`config.mk`:
```
export PLATFORM = sky130hd
export DESIGN_NAME = player_ctl
export DESIGN_NICKNAME = d
export VERILOG_FILES = /design/src/rtl/player_ctl.sv
export SDC_FILE = /design/constraint.sdc
export NUM_CORES = 1
export LEC_CHECK = 0
export ABC_AREA = 1
export BUFFER_PORTS_ARGS = -buffer_cell sky130_fd_sc_hd__buf_2
export CAP_MARGIN = 10
export CORE_MARGIN = 4
export CORE_UTILIZATION = 45
export CTS_CLUSTER_DIAMETER = 30
export DETAILED_ROUTE_END_ITERATION = 7
export GPL_TIMING_DRIVEN = 0
export HOLD_SLACK_MARGIN = 0.08
export PLACE_DENSITY = 0.62
export SLEW_MARGIN = 10
export SYNTH_ARGS = -nofsm -noshare
export SYNTH_HDL_FRONTEND = slang
export SYNTH_SLANG_ARGS = --single-unit
export TNS_END_PERCENT = 30
```
`constraint.sdc`:
```
create_clock -name i_pclk -period 3.3 [get_ports i_pclk]
set_clock_uncertainty 0.15 [all_clocks]
set_input_delay 0.165 -clock i_pclk [delete_from_list [all_inputs] [get_ports i_pclk]]
set_output_delay 0.165 -clock i_pclk [all_outputs]
set_load 0.005 [all_outputs]
```
`src/rtl/player_ctl.sv`:
```
// Per-frame player motion controller: saturating horizontal walk plus a
// jump/gravity FSM, with the position bus updated only at the vblank rising edge.
module player_ctl #(
  parameter int unsigned X_START = 320,
  parameter int unsigned X_MIN   = 0,
  parameter int unsigned X_MAX   = 704,
  parameter int unsigned Y_FLOOR = 640,
  parameter int unsigned STEP    = 4,
  parameter int unsigned JUMP_V  = 16,
  parameter int unsigned GRAVITY = 1,
  parameter int unsigned V_MAX   = 16
) (
  input  logic        i_pclk,
  input  logic        i_rst_n,
  input  logic        i_vblnk,
  input  logic        i_left,
  input  logic        i_right,
  input  logic        i_jump,
  input  logic        i_restart,
  output logic [19:0] o_data,
  output logic        o_airborne,
  output logic        o_frame_tick
);

  typedef enum logic [1:0] {
    ST_GROUND = 2'd0,
    ST_RISE   = 2'd1,
    ST_FALL   = 2'd2
  } state_t;

  localparam logic [10:0] X_START_W = 11'(X_START);
  localparam logic [10:0] X_MIN_W   = 11'(X_MIN);
  localparam logic [10:0] X_MAX_W   = 11'(X_MAX);
  localparam logic [10:0] Y_FLOOR_W = 11'(Y_FLOOR);
  localparam logic [10:0] STEP_W    = 11'(STEP);
  localparam logic [5:0]  JUMP_W    = 6'(JUMP_V);
  localparam logic [5:0]  GRAV_W    = 6'(GRAVITY);
  localparam logic [6:0]  VMAX_W    = 7'(V_MAX);

  state_t      state_q, state_d;
  logic [9:0]  x_q, x_d, y_q, y_d;
  logic [5:0]  vy_q, vy_d;
  logic        armed_q, armed_d;
  logic        vblnk_q;
  logic        airborne_q;
  logic        frame_tick_q;
  logic        tick;

  // 11-bit arithmetic keeps edge cases from wrapping at 0 or 1023.
  logic [10:0] x_ext, x_dec, x_inc, y_ext, y_up, y_down;
  logic [6:0]  vy_inc;
  logic [5:0]  vy_dec, vy_fall;
  logic        y_sat;

  assign tick    = i_vblnk & ~vblnk_q;
  assign x_ext   = {1'b0, x_q};
  assign x_dec   = x_ext - STEP_W;
  assign x_inc   = x_ext + STEP_W;
  assign y_ext   = {1'b0, y_q};
  assign y_up    = y_ext - {5'd0, vy_q};
  assign y_sat   = y_up[10];
  assign vy_dec  = vy_q - GRAV_W;
  assign vy_inc  = {1'b0, vy_q} + {1'b0, GRAV_W};
  assign vy_fall = (vy_inc > VMAX_W) ? VMAX_W[5:0] : vy_inc[5:0];
  assign y_down  = y_ext + {5'd0, vy_fall};

  always_comb begin
    state_d = state_q;
    x_d     = x_q;
    y_d     = y_q;
    vy_d    = vy_q;
    armed_d = armed_q;
    if (tick) begin
      if (i_left && !i_right) begin
        x_d = (x_ext < X_MIN_W + STEP_W) ? X_MIN_W[9:0] : x_dec[9:0];
      end else if (i_right && !i_left) begin
        x_d = (x_inc > X_MAX_W) ? X_MAX_W[9:0] : x_inc[9:0];
      end
      case (state_q)
        ST_GROUND: begin
          if (i_jump && armed_q) begin
            state_d = ST_RISE;
            vy_d    = JUMP_W;
            armed_d = 1'b0;
          end else begin
            y_d  = Y_FLOOR_W[9:0];
            vy_d = 6'd0;
          end
        end
        ST_RISE: begin
          y_d  = y_sat ? 10'd0 : y_up[9:0];
          vy_d = vy_dec;
          if (vy_dec == 6'd0 || y_sat) begin
            state_d = ST_FALL;
            vy_d    = 6'd0;
          end
        end
        ST_FALL: begin
          vy_d = vy_fall;
          y_d  = y_down[9:0];
          if (y_down >= Y_FLOOR_W) begin
            y_d     = Y_FLOOR_W[9:0];
            vy_d    = 6'd0;
            state_d = ST_GROUND;
          end
        end
        default: begin
          state_d = ST_GROUND;
          y_d     = Y_FLOOR_W[9:0];
          vy_d    = 6'd0;
        end
      endcase
      // Release must be seen on a tick before the next launch is allowed.
      if (!i_jump) armed_d = 1'b1;
    end
  end

  always_ff @(posedge i_pclk or negedge i_rst_n) begin
    if (!i_rst_n) begin
      vblnk_q      <= 1'b0;
      state_q      <= ST_GROUND;
      x_q          <= X_START_W[9:0];
      y_q          <= Y_FLOOR_W[9:0];
      vy_q         <= 6'd0;
      armed_q      <= 1'b1;
      airborne_q   <= 1'b0;
      frame_tick_q <= 1'b0;
    end else begin
      // vblnk_q keeps tracking through restart so a long vblank yields one tick.
      vblnk_q <= i_vblnk;
      if (i_restart) begin
        state_q      <= ST_GROUND;
        x_q          <= X_START_W[9:0];
        y_q          <= Y_FLOOR_W[9:0];
        vy_q         <= 6'd0;
        armed_q      <= 1'b1;
        airborne_q   <= 1'b0;
        frame_tick_q <= 1'b0;
      end else begin
        state_q      <= state_d;
        x_q          <= x_d;
        y_q          <= y_d;
        vy_q         <= vy_d;
        armed_q      <= armed_d;
        airborne_q   <= (state_d != ST_GROUND);
        frame_tick_q <= tick;
      end
    end
  end

  assign o_data       = {y_q, x_q};
  assign o_airborne   = airborne_q;
  assign o_frame_tick = frame_tick_q;

endmodule

```
==> summary.txt <==
Worst hold path
  • Beginning of the worst hold path: i_restart
  • WHS Endpoint: vy_q[2]
  • Kind of path behind the tightest hold check: input port to flip-flop
  • Number of cells on the worst hold path: 4

CTS
  • CTS buffer count: 5
  • Sinks on the clock net: 30
  • Library cell used as clock root buffer: sky130_fd_sc_hd__clkbuf_8
  • CTS clock-pin slew for the worst setup and hold paths: 0.06 ns
  • TritonCTS clock tree: built
  • Clock Tree Buf Depth: 2
  • Latest clock arrival within the worst-skew pair: 0.28 ns
  • H-Tree Level Count: 2

Setup path
  • Crit path required time: approximately 3.3 ns
  • Crit path cell chain: ha_2 > nand2_1 > o21ai_1 > nand2_1 > nor2_1 > nand2_1 > nand2_2 > nand2_2 > inv_1 > ha_1 > nand2_1 > inv_1 > nand2_1 > nand3_1 > nand3_1 > nand2_1 > nand2_4 > nand2_8 > nand2_8 > nand3_2 > a21oi_2 > nand2_1
  • Maximum fanout along the worst path: 8
  • Slowest stage cell, crit path: sky130_fd_sc_hd__dfrtp_2
  • Start of the worst register-to-register path: vy_q[0]
  • Dominant delay contributor by cell family on the critical path: simple AND/OR/NAND/NOR gates
  • Type of origin of the critical path: flip-flop
  • Worst path arrival time: 3.08 ns
  • Reg2reg path depth: 22
  • Setup slack of the worst register-to-register path: 0.24 ns
  • Sort of element at the end of the critical path: flip-flop
  • Number of buffer and inverter stages on the critical path: 2
  • Cell occurring most often along the worst timing path: sky130_fd_sc_hd__nand2_1
  • Peak per-stage delay on the critical path: 0.40 ns
  • Reg2Reg Capture Point: o_airborne
  • Worst Path Class, Setup: flip-flop to flip-flop

Power and ir drop
  • Peak supply drop: 0.236 mV
  • P_sw: 259 µW
  • Clk network pwr share: 0.351
  • Combinational group share of total power: 0.198
  • Static power due to leakage: around 1.8 nW
  • Sw frac: 0.296
  • Relative contribution of sequential cells to total power: 0.450
  • Total internal power: 615 µW
  • Ratio of total power to cell area: 263 nW/µm²

Floorplanning
  • Total I/O pin count: 29
  • Die span in y: roughly 87 µm
  • Die span in x: 87.2 µm
  • Core box area: roughly 6000 µm²
  • Die outline area: 7610 µm²
  • Starting utilization of the core area: 0.472
  • Count of standard-cell rows: 28

Timing
  • Peak Freq: 327 MHz
  • Tmin final: 3.06 ns
  • Worst-margin pin slew: 0.693 ns
  • Final worst-path setup slack: 0.239 ns
  • Total Negative Setup Slacks: 0 ns
  • Unrepaired setup endpoints after global routing: yes
  • Final hold vios: 0
  • Final period util: 0.928
  • Max Slew Vio Count: 0
  • Rel. slew slack: 0.533
  • Final Setup Violations: 0
  • Worst hold slack after final layout: 0.108 ns

Global routing
  • Grt total ovfl: 0
  • Wire length of the first global-routing pass: 12000 µm
  • Pin count of the biggest net entering global routing: 31
  • Number of antenna violations at the first check in global routing: 0
  • Total Routing Usage GR: 0.198
  • Via count of the first global-routing pass: between 2000 and 3000

Detailed routing
  • Pre-antenna DRT Iters: 4
  • DRC Markers: 0
  • Via-per-instance ratio: 5.09
  • Via Count: 2745
  • Number of DRC violations after detailed-routing iteration 0: 168
  • Routed wire length: 7110 µm
  • Post-DRT Antenna Nets: 0
  • Average routed wire per standard cell: approximately 13 µm

Finish
  • Leading cell type in the layout, fill and taps excluded: sky130_fd_sc_hd__nand2_1
  • Number of antenna repair diodes: 0
  • Count of nets after finishing: a little under 500
  • Final non-filler cell area: 3320 µm²
  • Share of layout cells above drive strength 1: 0.177
  • Growth of design area from synthesis to finish: 17.4%
  • Commonest cells after routing, fill and taps aside: sky130_fd_sc_hd__nand2_1 (112), sky130_fd_sc_hd__inv_1 (56), sky130_fd_sc_hd__nand3_1 (38), sky130_fd_sc_hd__nor2_1 (29), sky130_fd_sc_hd__buf_2 (28)

Placed design
  • I/O Buffers: 26
  • DPL Wire Length: 5410 µm
  • Pre-CTS setup slack: -0.131 ns
  • Routability Congestion: 0.855
  • Placed cell area: 3060 µm²

Synthesis
  • Number of warning messages in the yosys log: 0
  • Cell area after synthesis: around 2800 µm²
  • Cells after synthesis: around 420
  • Synthesized-area fraction occupied by and/or/nand/nor cells: 0.341
  • Complex-gate fraction of the synthesized area: 0.110
  • Main combinational cell family by area after synthesis: simple AND/OR/NAND/NOR gates
  • Adder-Cell Fraction of Synth Area: 0.107
  • Avg Cell Area, Syn: 6.74 µm²
  • Sequential share of the synthesized area: 0.268
  • Post-synth cell types: 36
  • Multiplexer area fraction after synthesis: 0
  • Share of the synthesized netlist area taken by xor and xnor gates: 0.0775
  • Total of flip-flops plus latches after synthesis: 30

Flow run
  • Number of maximum-capacitance constraint violations: 0

Outcome
  • Run status: complete, no violations
==> cell type report <==
cell class | instances | area, µm²
Fill cell | 611 | 2670
Tap cell | 75 | 93.8
Buffer | 8 | 51.3
Multi-Input combinational cell | 325 | 1900
Clock buffer | 8 | 90.1
Timing Repair Buffer | 34 | 200
Sequential cell | 30 | 758
Inverter | 59 | 221
==> worst max path at each step <==
stage | startpoint | to | slack (ns) | cells after the start
after global routing | vy_q[0] | y_q[8] | -0.06 | 23
after global placement | vy_q[0] | o_airborne | -0.10 | 22
final | vy_q[0] | o_airborne | 0.24 | 22
after detailed placement | vy_q[0] | o_airborne | -0.13 | 22
after CTS | vy_q[0] | o_airborne | 0.02 | 22
after floorplan | vy_q[0] | o_airborne | 0.43 | 20
==> cells by family after synthesis <==
kind of cell | count (synthesis)
compound gates | 56
xor+xnor | 25
fa+ha+maj | 23
buf+inv | 67
flops | 30
other cells | 1
simple gates | 217
==> worst min-delay path: stages <==
cell and delay, ns:
sky130_fd_sc_hd__buf_2 0.10, sky130_fd_sc_hd__nor2_1 0.11, sky130_fd_sc_hd__nand2_1 0.08, sky130_fd_sc_hd__nand2_1 0.05
==> metrics by stage <==
step                power (mW)  utilization  std cells
floorplan                0.512            -        421
global placement         0.559        0.510        522
detailed placement       0.562        0.510        522
CTS                      0.877        0.533        534
global route             0.931        0.554        539
finish                   0.873        0.554        539
==> power groups by stage <==
stage | Combinational [mW] | Clock [mW] | Sequential (mW)
3_5_place_dp | 0.162 | 0 | 0.400
2_1_floorplan | 0.113 | 0 | 0.398
3_3_place_gp | 0.159 | 0 | 0.400
6_report | 0.173 | 0.307 | 0.393
4_1_cts | 0.167 | 0.317 | 0.393
5_1_grt | 0.199 | 0.336 | 0.395
==> what timing repair did <==
action,CTS,global route
hold buffers,4,0
hold endpoints to repair,27,0
gates cloned,0,1
setup endpoints to repair,14,17
pin swaps,0,5
setup buffers,0,4
resized for setup,2,19
==> flip-flops by register name, summed over array words and instances, names as in the netlist <==
register and count:
armed_q 1, y_q 10, state_q 2, o_airborne 1
o_frame_tick 1, x_q 8, vy_q 6, vblnk_q 1
==> metal layers <==
layer  track usage  part of all wire
met5             0                 0
met4        0.0474            0.0065
met3        0.0322             0.039
met2         0.302              0.45
met1         0.293              0.51
==> cell usage after synthesis <==
| cell | instances | area [µm²] |
|---|---|---|
| sky130_fd_sc_hd__o22ai_1 | 5 | 31.3 |
| sky130_fd_sc_hd__ha_1 | 21 | 263 |
| sky130_fd_sc_hd__a21oi_2 | 1 | 8.76 |
| sky130_fd_sc_hd__nor2_1 | 30 | 113 |
| sky130_fd_sc_hd__o32ai_1 | 1 | 8.76 |
| sky130_fd_sc_hd__nand2_1 | 116 | 435 |
| sky130_fd_sc_hd__a21oi_1 | 15 | 75.1 |
| sky130_fd_sc_hd__clkbuf_1 | 1 | 3.75 |
| sky130_fd_sc_hd__or2_1 | 1 | 6.26 |
| sky130_fd_sc_hd__nand4_1 | 8 | 50.1 |
| sky130_fd_sc_hd__o21ai_2 | 2 | 17.5 |
| sky130_fd_sc_hd__nand2_4 | 2 | 22.5 |
| sky130_fd_sc_hd__o211ai_1 | 1 | 7.51 |
| sky130_fd_sc_hd__and3_1 | 1 | 6.26 |
| sky130_fd_sc_hd__xor2_1 | 18 | 158 |
| sky130_fd_sc_hd__nand3b_1 | 1 | 7.51 |
| sky130_fd_sc_hd__dfrtp_1 | 25 | 626 |
| sky130_fd_sc_hd__buf_2 | 3 | 15.0 |
| sky130_fd_sc_hd__nand2_2 | 5 | 31.3 |
| sky130_fd_sc_hd__nand3_2 | 4 | 40.0 |
| sky130_fd_sc_hd__or2_2 | 1 | 6.26 |
| sky130_fd_sc_hd__nand3_1 | 41 | 205 |
| sky130_fd_sc_hd__o311ai_0 | 1 | 8.76 |
| sky130_fd_sc_hd__inv_1 | 57 | 214 |
| sky130_fd_sc_hd__nor2_2 | 2 | 12.5 |
| sky130_fd_sc_hd__inv_2 | 2 | 7.51 |
| sky130_fd_sc_hd__dfstp_2 | 5 | 131 |
| sky130_fd_sc_hd__o21ai_0 | 26 | 130 |
| sky130_fd_sc_hd__buf_4 | 4 | 30.0 |
| sky130_fd_sc_hd__fa_1 | 2 | 40.0 |
| sky130_fd_sc_hd__nor4_1 | 1 | 6.26 |
| sky130_fd_sc_hd__xnor2_1 | 7 | 61.3 |
| sky130_fd_sc_hd__conb_1 | 1 | 3.75 |
| sky130_fd_sc_hd__a21o_1 | 1 | 7.51 |
| sky130_fd_sc_hd__nor3_1 | 4 | 20.0 |
| sky130_fd_sc_hd__o21ai_1 | 3 | 15.0 |
Note: power is estimated with default switching activity, not from simulation.
